**src/rtl/mmio_timer.sv**
```systemverilog
// Memory-mapped 32-bit timer/compare peripheral with a level interrupt on COUNT == COMPARE.
// Optional prescaler register at offset 0x10 is built when TIMER_PRESCALER_EN is defined.
module mmio_timer #(
    parameter logic [31:0] BASE_ADDR = 32'h0000_1000,
    parameter int          WIDTH     = 32
) (
    input  logic             CLK,
    input  logic             RESET_N,
    input  logic [31:0]      daddr,
    input  logic [WIDTH-1:0] ddata_w,
    input  logic             MemWrite,
    input  logic             MemRead,
    output logic [WIDTH-1:0] rdata,
    output logic             hit,
    output logic             irq
);

    localparam logic [2:0] OFF_CTRL    = 3'd0;
    localparam logic [2:0] OFF_COUNT   = 3'd1;
    localparam logic [2:0] OFF_COMPARE = 3'd2;
    localparam logic [2:0] OFF_STATUS  = 3'd3;
    localparam logic [2:0] OFF_PRESC   = 3'd4;

    localparam logic [WIDTH-1:0] ONE = {{(WIDTH-1){1'b0}}, 1'b1};

    // Bus: MemWrite/MemRead are single-cycle strobes with no back-pressure;
    // a store is committed on the rising edge it is sampled, loads are combinational.
    logic [2:0] reg_off;
    logic       wr_en;
    logic       wr_ctrl;
    logic       wr_count;
    logic       wr_compare;
    logic       wr_status;
    logic       unused_addr_bits;

    logic             ctrl_en;
    logic             ctrl_auto_reload;
    logic             ctrl_irq_en;
    logic [WIDTH-1:0] count_q;
    logic [WIDTH-1:0] compare_q;
    logic             status_match;

    logic             tick;
    logic             match_now;
    logic [WIDTH-1:0] count_next;

    assign reg_off          = daddr[4:2];
    assign unused_addr_bits = ^daddr[1:0];
    assign hit              = (daddr[31:5] == BASE_ADDR[31:5]);
    assign wr_en            = hit & MemWrite;
    assign wr_ctrl          = wr_en && (reg_off == OFF_CTRL);
    assign wr_count         = wr_en && (reg_off == OFF_COUNT);
    assign wr_compare       = wr_en && (reg_off == OFF_COMPARE);
    assign wr_status        = wr_en && (reg_off == OFF_STATUS);

`ifdef TIMER_PRESCALER_EN
    logic             wr_presc;
    logic [WIDTH-1:0] presc_q;
    logic [WIDTH-1:0] presc_cnt_q;

    assign wr_presc = wr_en && (reg_off == OFF_PRESC);
    assign tick     = ctrl_en && (presc_cnt_q == presc_q);

    always_ff @(posedge CLK) begin
        if (!RESET_N) begin
            presc_q <= '0;
        end else if (wr_presc) begin
            presc_q <= ddata_w;
        end
    end

    // Prescale counter restarts on disable or reprogramming so the first tick is a full period away.
    always_ff @(posedge CLK) begin
        if (!RESET_N || !ctrl_en || wr_presc) begin
            presc_cnt_q <= '0;
        end else if (tick) begin
            presc_cnt_q <= '0;
        end else begin
            presc_cnt_q <= presc_cnt_q + ONE;
        end
    end
`else
    assign tick = ctrl_en;
`endif

    // Match check and tick use the pre-write COMPARE and EN values of this cycle.
    assign match_now = tick && (count_q == compare_q);

    always_comb begin
        count_next = count_q;
        if (wr_count) begin
            count_next = ddata_w;
        end else if (tick) begin
            if (match_now && ctrl_auto_reload) begin
                count_next = '0;
            end else begin
                count_next = count_q + ONE;
            end
        end
    end

    always_ff @(posedge CLK) begin
        if (!RESET_N) begin
            ctrl_en          <= 1'b0;
            ctrl_auto_reload <= 1'b0;
            ctrl_irq_en      <= 1'b0;
        end else if (wr_ctrl) begin
            ctrl_en          <= ddata_w[0];
            ctrl_auto_reload <= ddata_w[1];
            ctrl_irq_en      <= ddata_w[2];
        end
    end

    always_ff @(posedge CLK) begin
        if (!RESET_N) begin
            count_q <= '0;
        end else begin
            count_q <= count_next;
        end
    end

    always_ff @(posedge CLK) begin
        if (!RESET_N) begin
            compare_q <= '0;
        end else if (wr_compare) begin
            compare_q <= ddata_w;
        end
    end

    // A new match outranks a simultaneous write-1-clear so no event is lost.
    always_ff @(posedge CLK) begin
        if (!RESET_N) begin
            status_match <= 1'b0;
        end else if (match_now) begin
            status_match <= 1'b1;
        end else if (wr_status && ddata_w[0]) begin
            status_match <= 1'b0;
        end
    end

    assign irq = status_match & ctrl_irq_en;

    always_comb begin
        rdata = '0;
        if (hit && MemRead) begin
            case (reg_off)
                OFF_CTRL:    rdata = {{(WIDTH-3){1'b0}}, ctrl_irq_en, ctrl_auto_reload, ctrl_en};
                OFF_COUNT:   rdata = count_q;
                OFF_COMPARE: rdata = compare_q;
                OFF_STATUS:  rdata = {{(WIDTH-1){1'b0}}, status_match};
`ifdef TIMER_PRESCALER_EN
                OFF_PRESC:   rdata = presc_q;
`endif
                default:     rdata = '0;
            endcase
        end
    end

endmodule

```
**config.mk**
```make
export PLATFORM = sky130hd
export DESIGN_NAME = mmio_timer
export DESIGN_NICKNAME = d
export VERILOG_FILES = /design/src/rtl/mmio_timer.sv
export SDC_FILE = /design/constraint.sdc
export NUM_CORES = 1
export LEC_CHECK = 0
export ABC_AREA = 1
export BUFFER_PORTS_ARGS = -buffer_cell sky130_fd_sc_hd__buf_2
export CORE_ASPECT_RATIO = 0.75
export CORE_UTILIZATION = 40
export CTS_CLUSTER_DIAMETER = 30
export DETAILED_ROUTE_END_ITERATION = 7
export PLACE_DENSITY = 0.67
export SYNTH_ARGS = -nofsm -noshare
export SYNTH_HDL_FRONTEND = slang
export SYNTH_SLANG_ARGS = --single-unit
```
**constraint.sdc**
```tcl
create_clock -name CLK -period 1.72 [get_ports CLK]
set_clock_uncertainty 0.15 [all_clocks]
set_input_delay 0.258 -clock CLK [delete_from_list [all_inputs] [get_ports CLK]]
set_output_delay 0.258 -clock CLK [all_outputs]
set_load 0.05 [all_outputs]
```
After elaboration in Yosys (flattened, before gate mapping)

Cells that the tools add are included.

Memories: 0
Logic and storage cells: 32
ROM bits: 0
Output and inout bits: 34
Bits in writable memories: 0
Register bits: 68
Latch bits: 0

Reduce and logical (&&, ||, !) cells: 11
Magnitude comparators: 0
Eq/ne operators: 5
Bitwise gates (word level): 2
Muxes and demuxes: 7
Multipliers: 0
Add/subtract/negate cells: 1
Div/mod/pow operators: 0
Shifts and indexed selects: 0

Operators by type and width:

| cell                                                                    | count |
|---|---|
| 32-bit two-way mux                                                      | 4 |
| 32-bit case mux with 4 select lines                                     | 1 |
| 32-bit by 1-bit adder with 32-bit output (second input constant)        | 1 |
| 32-bit equality test                                                    | 1 |
| 27-bit by 8-bit equality test with 1-bit output (second input constant) | 1 |
| 1-bit logical AND                                                       | 8 |
| 3-bit by 2-bit equality test with 1-bit output (second input constant)  | 2 |
| 2-bit nonzero test                                                      | 2 |
| 3-bit by 1-bit equality test with 1-bit output (second input constant)  | 1 |
| 3-bit logical NOT                                                       | 1 |
| 1-bit AND                                                               | 2 |
| 1-bit two-way mux                                                       | 2 |

Longest topological paths before layout

Gate-level depths: netlist (run 1).

Depth in word-level cells: 6
Depth in mapped cells: 13
Depth with buffers taken out: 12

Least setup slack after synthesis (run 1)

OpenSTA, ideal clock, no wires.

Kind: input -> output
From: input port daddr[10]
To: output port rdata[22]
Arrival time: 2.284 ns
Setup slack: -0.972 ns
Data required time: 1.312 ns
Cell stages on the path: 8
Cell sequence: nor2_1 nand3b_1 nor2_1 nand2_1 nor2_2 nand3b_1 clkbuf_1 a21oi_1

Longest elaborated chain between the ends: 3

Ends and longest elaborated chain:

| element                                         | line | text |
|---|---|---|
| from (decl)                                     | 9    | `input logic [31:0] daddr,` |
| 27-bit by 8-bit equality test with 1-bit output | 49   | `assign hit = (daddr[31:5] == BASE_ADDR[31:5]);` |
| net hit                                         | 14   | `output logic hit,` |
| 1-bit logical AND                               | 145  | `if (hit && MemRead) begin` |
| 32-bit two-way mux                              | 145  |  |
| to (decl)                                       | 13   | `output logic [WIDTH-1:0] rdata,` |

The timed path passes the listed nets, and every way through them passes these cells.

Worst setup path in the final report (run 1)

From: input port daddr[28]
To: output port rdata[1]

Longest elaborated chain between the ends: 3

Ends and longest elaborated chain:

| element                                         | line |
|---|---|
| 27-bit by 8-bit equality test with 1-bit output | 49 |
| 1-bit logical AND                               | 145 |
| 32-bit two-way mux                              | 145 |

No other way between the ends.

==> results of run 1 <==
[cells by family (layout without fill, tap and decap cells)]
| group | after synthesis | count (layout) | synth area share, % |
|---|---|---|---|
| simple gates | 469 | 469 | 38.6 |
| buf+inv | 181 | 436 | 14.6 |
| compound gates | 168 | 168 | 16.5 |
| flops | 68 | 68 | 26.1 |
| xor+xnor | 24 | 24 | 4.03 |
| fa+ha+maj | 1 | 1 | 0.240 |
[worst paths after layout]
check                                     end  cells past startpoint
worst min register to register  compare_q[13]                      2
worst max register to register    count_q[14]                      8
worst min-delay path            compare_q[18]                      3
worst max-delay path                 rdata[1]                     11
[what timing repair did]
action                                  CTS  global route
endpoints found under the setup margin   64            67
buffers inserted                         12            11
pin swaps                                62            41
hold endpoints to repair                  0             0
gates resized for setup                 221           124
cloned                                    4             0
[area by class of cell]
| type | count | area, sq um | area share, % |
|---|---|---|---|
| Clock buffer | 9 | 225 | 2.44 |
| Clock inverter | 7 | 67.6 | 0.731 |
| Inverter | 137 | 522 | 5.64 |
| Multi-Input combinational cell | 662 | 4270 | 46.1 |
| Sequential cell | 68 | 1440 | 15.6 |
| Tap cell | 166 | 208 | 2.25 |
| Timing Repair Buffer | 283 | 2520 | 27.2 |
[worst max-delay path, stage by stage]
cell and delay (ns):
buf_2 0.12, nor2_4 0.09, nand2_1 0.06, nor2_1 0.08
nand3_1 0.11, nor2_4 0.12, nand3b_1 0.10, buf_6 0.18
buf_12 0.17, a31oi_4 0.16, buf_6 0.18
[metal layers]
layer	part of all wire [%]	vias up	track usage (%)	wire (um)
met1	44	3289	44.4	9690
met3	8.4	52	4.78	1840
met4	2.4	0	10.5	518
met2	45	346	49.8	9940
met5	0	-	0	0
li1	-	3380	-	-
[metrics by stage]
step           util [%]  setup TNS [ns]  total power (uW)
2_1_floorplan         -          -14.22              1690
3_3_place_gp       59.6          -15.65              1840
3_5_place_dp       59.6          -16.95              1840
4_1_cts            69.5           -7.98              3710
5_1_grt            74.1          -17.89              3810
6_report           74.1          -11.59              3720
[report_power, final]
part | internal (uW) | switching [uW]
logic | 123 | 147
registers | 1560 | 0.00000169
clock network | 1110 | 782
[flip-flops by register name, indices dropped and copies added, names as in the netlist]
register and flops:
count_q 32, ctrl_en 1, ctrl_auto_reload 1, compare_q 32
ctrl_irq_en 1, status_match 1
[cell usage after synthesis, types with 2 or more instances]
master	number	area [sq um]
nand4_1	15	93.8
nand3_2	4	40.0
dfxtp_1	68	1360
a21oi_1	100	500
inv_2	8	30.0
clkbuf_1	17	63.8
inv_1	129	484
xnor2_1	4	35.0
buf_2	17	85.1
o21ai_1	2	10.0
nand3_1	65	325
buf_6	6	67.6
nor3_1	6	30.0
nor2_4	4	45.0
nand2_2	2	12.5
nor2_2	7	43.8
nand3b_1	5	37.5
nor2_1	90	338
buf_4	4	30.0
o21ai_0	56	280
xor2_1	20	175
a31oi_1	6	37.5
nand2_1	266	998
==> impl_metrics.json, run 1 <==
{
  "hold_viol": 0,
  "syn_inst": 911,
  "postPlaceCellArea_sq_um": 7440,
  "cts.path.max_buffers": 2,
  "worst_setup_hold_path_clk_slew_ns": 0.06,
  "detail_route.vias_per_cell": 5.31,
  "cts_made_buffers": 9,
  "timing.critical_path.required_ns": 1.31,
  "ys_warn_count": 0,
  "most_used_dff_post_synth": "dfxtp_1",
  "outcome": "finished, violations left",
  "clk-insertion-delay-late_ns": 0.35,
  "detail-route-antenna-nets": 0,
  "max_slew.worst_pin.slew_ns": 0.346,
  "die_area_sq_um": 13500,
  "design_area_sq_um": 9250,
  "grt_setup_unrepaired": "yes",
  "cts_sinks": 68,
  "finish.net_count": 1230,
  "cts_tree": "yes",
  "hold-worst-slack_ns": 0.0406,
  "cts_root_buf": "clkbuf_16",
  "avgRoutedWirePerCell_um": 16.5,
  "h_tree_levels": 3,
  "drt-initial-drc-count": 548,
  "initial_antenna_violation_count": 0,
  "cap_violations": 0,
  "grt_first_pass_wirelength_mm": 33.0,
  "std_cell_rows": 35,
  "finalCritPeriodShare_pct": 118,
  "cp_data_arrival_time_ns": 1.62,
  "number_of_enable_type_register_cells_in_the_synthesized_netlist": 0,
  "route.final.wire_length_mm": 22.0,
  "final.min_clock_period_ns": 2.03,
  "slew_violations": 0,
  "synth.cell_area_sq_um": 5220,
  "yosysSeqAreaShare_pct": 26.1,
  "synth_async_sr_flop_share_pct": 0,
  "insertedDiodeCount": 0,
  "floorplan.initialDensity_pct": 41.8,
  "layout-area-overhead-vs-synth_pct": 77.3,
  "filler_cell_count": 895,
  "min-delay-start": "ddata_w[18]",
  "timing.slew.headroom_pct": 76.7,
  "grt.overflow.total": 0,
  "die_h_um": 101,
  "die-width_um": 134,
  "place.port_buffers": 99,
  "cp_max_fo": 8,
  "placeable_core_area_sq_um": 12500,
  "rrSetupSlack_ns": -0.16,
  "postSynthRegisterBits": 68,
  "instances_no_fill": 1332,
  "syn_area_per_cell_sq_um": 5.72,
  "final_common_cell": "nand2_1",
  "drcViolationCount": 0,
  "kind_of_capture_point_of_the_worst_setup_path": "primary output",
  "synth_nets": 980,
  "worst-setup-path-type": "primary input to primary output",
  "power.static_leakage_uw": 0.00375,
  "placed_cells": 1290,
  "cellPowerDensity_nw_per_um2": 403,
  "dr_total_vias": 7067,
  "worst_r2r_startpoint": "count_q[11]",
  "failed_checks": "negative setup slack",
  "holdBufCountCts": 0,
  "ioPinCount": 102,
  "critical_path_startpoint": "daddr[28]",
  "min-delay-path-class": "primary input to flip-flop",
  "firstDrtPassIters": 5,
  "globalplace.congestion": 0.949,
  "track_usage_pct": 31.8,
  "grt_pass1_vias": 6459,
  "max-vdd-ir-drop_mv": 0.422,
  "most_used_cells_in_the_layout_excluding_fill_and_tap_cells": "nand2_1 (232), buf_4 (150), inv_1 (120), nor2_1 (64)",
  "category_of_the_worst_setup_path_launch_point": "primary input",
  "pre_cts_slack_ns": -0.385,
  "grt_max_degree": 42,
  "netlist_cell_types": 33,
  "report.final.setup_viol": 64,
  "place.detailed.hpwl_mm": 14.5,
  "layout_setup_ws_ns": -0.313,
  "final_layout_size_suffix_gt1_share_pct": 46.7,
  "maximum_achievable_frequency_mhz": 492
}
Power figures use the tool's default switching activity.
==> run 2, diff against run 1 <==
- CORE_MARGIN: not set -> 3
- MAX_ROUTING_LAYER: not set -> met4
==> run 2 against run 1 <==
Compared with the run above: the flow still finishes with violations (negative setup slack); sequential power barely moved; non-clock buffer count fell by 7; sequential share of layout area rose by 0.46 points; setup slack got worse by 0.029 ns; clock power fell by 6%; routed wire length fell by 0.64%; sequential cell count did not move.
==> impl_metrics.json, run 2 (synthesis gave the netlist of run 1 again) <==
{
  "min-delay-path-class": "primary input to flip-flop",
  "dr_total_vias": 6908,
  "cts_tree": "yes",
  "power_frac_seq_pct": 43.1,
  "worst_setup_hold_path_clk_slew_ns": 0.06,
  "detail_route.vias_per_cell": 5.22,
  "grt_pass1_vias": 6385,
  "p_clk_share_pct": 49.7,
  "avgRoutedWirePerCell_um": 16.5,
  "finalCritPeriodShare_pct": 120,
  "ioPinCount": 102,
  "die-width_um": 138,
  "most_used_cells_in_the_layout_excluding_fill_and_tap_cells": "nand2_1 (215), buf_4 (145), inv_1 (104), nor2_1 (59), buf_2 (58)",
  "cts_made_buffers": 9,
  "groute.layer.met3.usage_pct": 6.30,
  "failed_checks": "negative setup slack",
  "switching_share_pct": 24.5,
  "critical_path_startpoint": "daddr[28]",
  "met2_usage_pct": 42.7,
  "cts_root_buf": "clkbuf_16",
  "grt_setup_unrepaired": "yes",
  "cp_data_arrival_time_ns": 1.65,
  "kind_of_capture_point_of_the_worst_setup_path": "primary output",
  "clk-insertion-delay-late_ns": 0.35,
  "die_h_um": 105,
  "power.internal_uw": 2700,
  "report.final.setup_viol": 64,
  "insertedDiodeCount": 0,
  "cap_violations": 0,
  "final.setup.tns_ns": -12.56,
  "layout-area-overhead-vs-synth_pct": 75.9,
  "place.port_buffers": 99,
  "gr-max-usage-layer": "met2",
  "layout_setup_ws_ns": -0.342,
  "final_layout_size_suffix_gt1_share_pct": 50.0,
  "timing.critical_path.required_ns": 1.31,
  "detail-route-antenna-nets": 0,
  "cts_sinks": 68,
  "maximum_achievable_frequency_mhz": 485,
  "power.net_switching_uw": 876,
  "hold-worst-slack_ns": 0.0490,
  "timing.slew.headroom_pct": 68.9,
  "grt_max_degree": 30,
  "grt_first_pass_wirelength_mm": 32.9,
  "max-vdd-ir-drop_mv": 0.458,
  "cp-endpoint": "rdata[2]",
  "worst_r2r_startpoint": "compare_q[17]",
  "cp_max_fo": 5,
  "placed_cells": 1291,
  "final_common_cell": "nand2_1",
  "pwr-share-comb_pct": 7.2,
  "finish.net_count": 1223,
  "track_usage_pct": 29.6,
  "category_of_the_worst_setup_path_launch_point": "primary input",
  "instances_no_fill": 1324,
  "placeable_core_area_sq_um": 12500,
  "drcViolationCount": 0,
  "r2r_end": "count_q[14]",
  "cellPowerDensity_nw_per_um2": 390,
  "max_slew.worst_pin.slew_ns": 0.466,
  "grt_util_met1_pct": 41.9,
  "rrSetupSlack_ns": -0.15,
  "floorplan.initialDensity_pct": 41.6,
  "h_tree_levels": 3,
  "initial_antenna_violation_count": 0,
  "firstDrtPassIters": 5,
  "top_regs": "compare_q (32), count_q (32)",
  "std_cell_rows": 35,
  "final.min_clock_period_ns": 2.06,
  "power.static_leakage_uw": 0.00372,
  "drt-initial-drc-count": 673,
  "hold_viol": 0,
  "route.final.wire_length_mm": 21.9,
  "globalplace.congestion": 1.00,
  "worst-setup-path-type": "primary input to primary output",
  "outcome": "finished, violations left",
  "cts.path.max_buffers": 2,
  "slew_violations": 0,
  "reg2regPathDepth": 10,
  "fin_total_pwr_uw": 3580,
  "grt.overflow.total": 0,
  "place.detailed.hpwl_mm": 15.0,
  "die_area_sq_um": 14500
}
-- run 2: area by class of cell --
| type | count | area, sq um |
|---|---|---|
| Multi-Input combinational cell | 662 | 4270 |
| Fill cell | 999 | 3350 |
| Timing Repair Buffer | 276 | 2430 |
| Sequential cell | 68 | 1470 |
| Inverter | 137 | 522 |
| Clock buffer | 13 | 260 |
| Tap cell | 166 | 208 |
| Clock inverter | 2 | 10.0 |
-- run 2: per-layer routing --
layer  vias to the layer above  share of wire [%]
li1                       3368                  -
met1                      3160                 44
met2                       333                 44
met3                        47                9.2
met4                         0                2.2
met5                         -                  0
-- run 2: critical path: stages --
cell	delay, ns
buf_4	0.12
nor2_4	0.06
nand2_1	0.05
nor2_1	0.10
nand3_1	0.11
nor2_4	0.14
nand3b_1	0.13
buf_12	0.19
buf_12	0.15
a31oi_4	0.15
buf_6	0.18
-- run 2: how the worst min path moves through the flow --
stage	startpoint	endpoint	slack, ns	cells past startpoint
final	ddata_w[10]	compare_q[10]	0.05	3
after global routing	ddata_w[10]	compare_q[10]	0.07	3
after CTS	ddata_w[10]	compare_q[10]	0.04	3
after detailed placement	compare_q[13]	compare_q[13]	0.31	2
after global placement	compare_q[13]	compare_q[13]	0.30	2
after floorplan	ddata_w[18]	compare_q[18]	0.27	2
-- run 2: per-stage QoR --
stage                     instance area [sq um]  worst slack [ns]  util [%]
after global routing                       9170            -0.427      73.2
after CTS                                  8470            -0.293      67.6
after detailed placement                   7420            -0.421      59.3
final                                      9170            -0.342      73.2
after floorplan                            5640            -0.443         -
after global placement                     7420            -0.384      59.3
-- run 2: power groups by stage --
stage	Clock, uW	Sequential (uW)	Combinational (uW)
floorplan	0	1610	78.1
global placement	0	1610	225
detailed placement	0	1610	228
CTS	1770	1560	237
global route	1850	1540	281
finish	1780	1540	258
-- run 2: repair_timing --
item | 4_1_cts | 5_1_grt
cloned | 2 | 4
pin swaps | 49 | 77
hold buffers | 0 | 0
setup buffers | 9 | 4
endpoints found under the setup margin | 64 | 64
gates resized for setup | 227 | 160
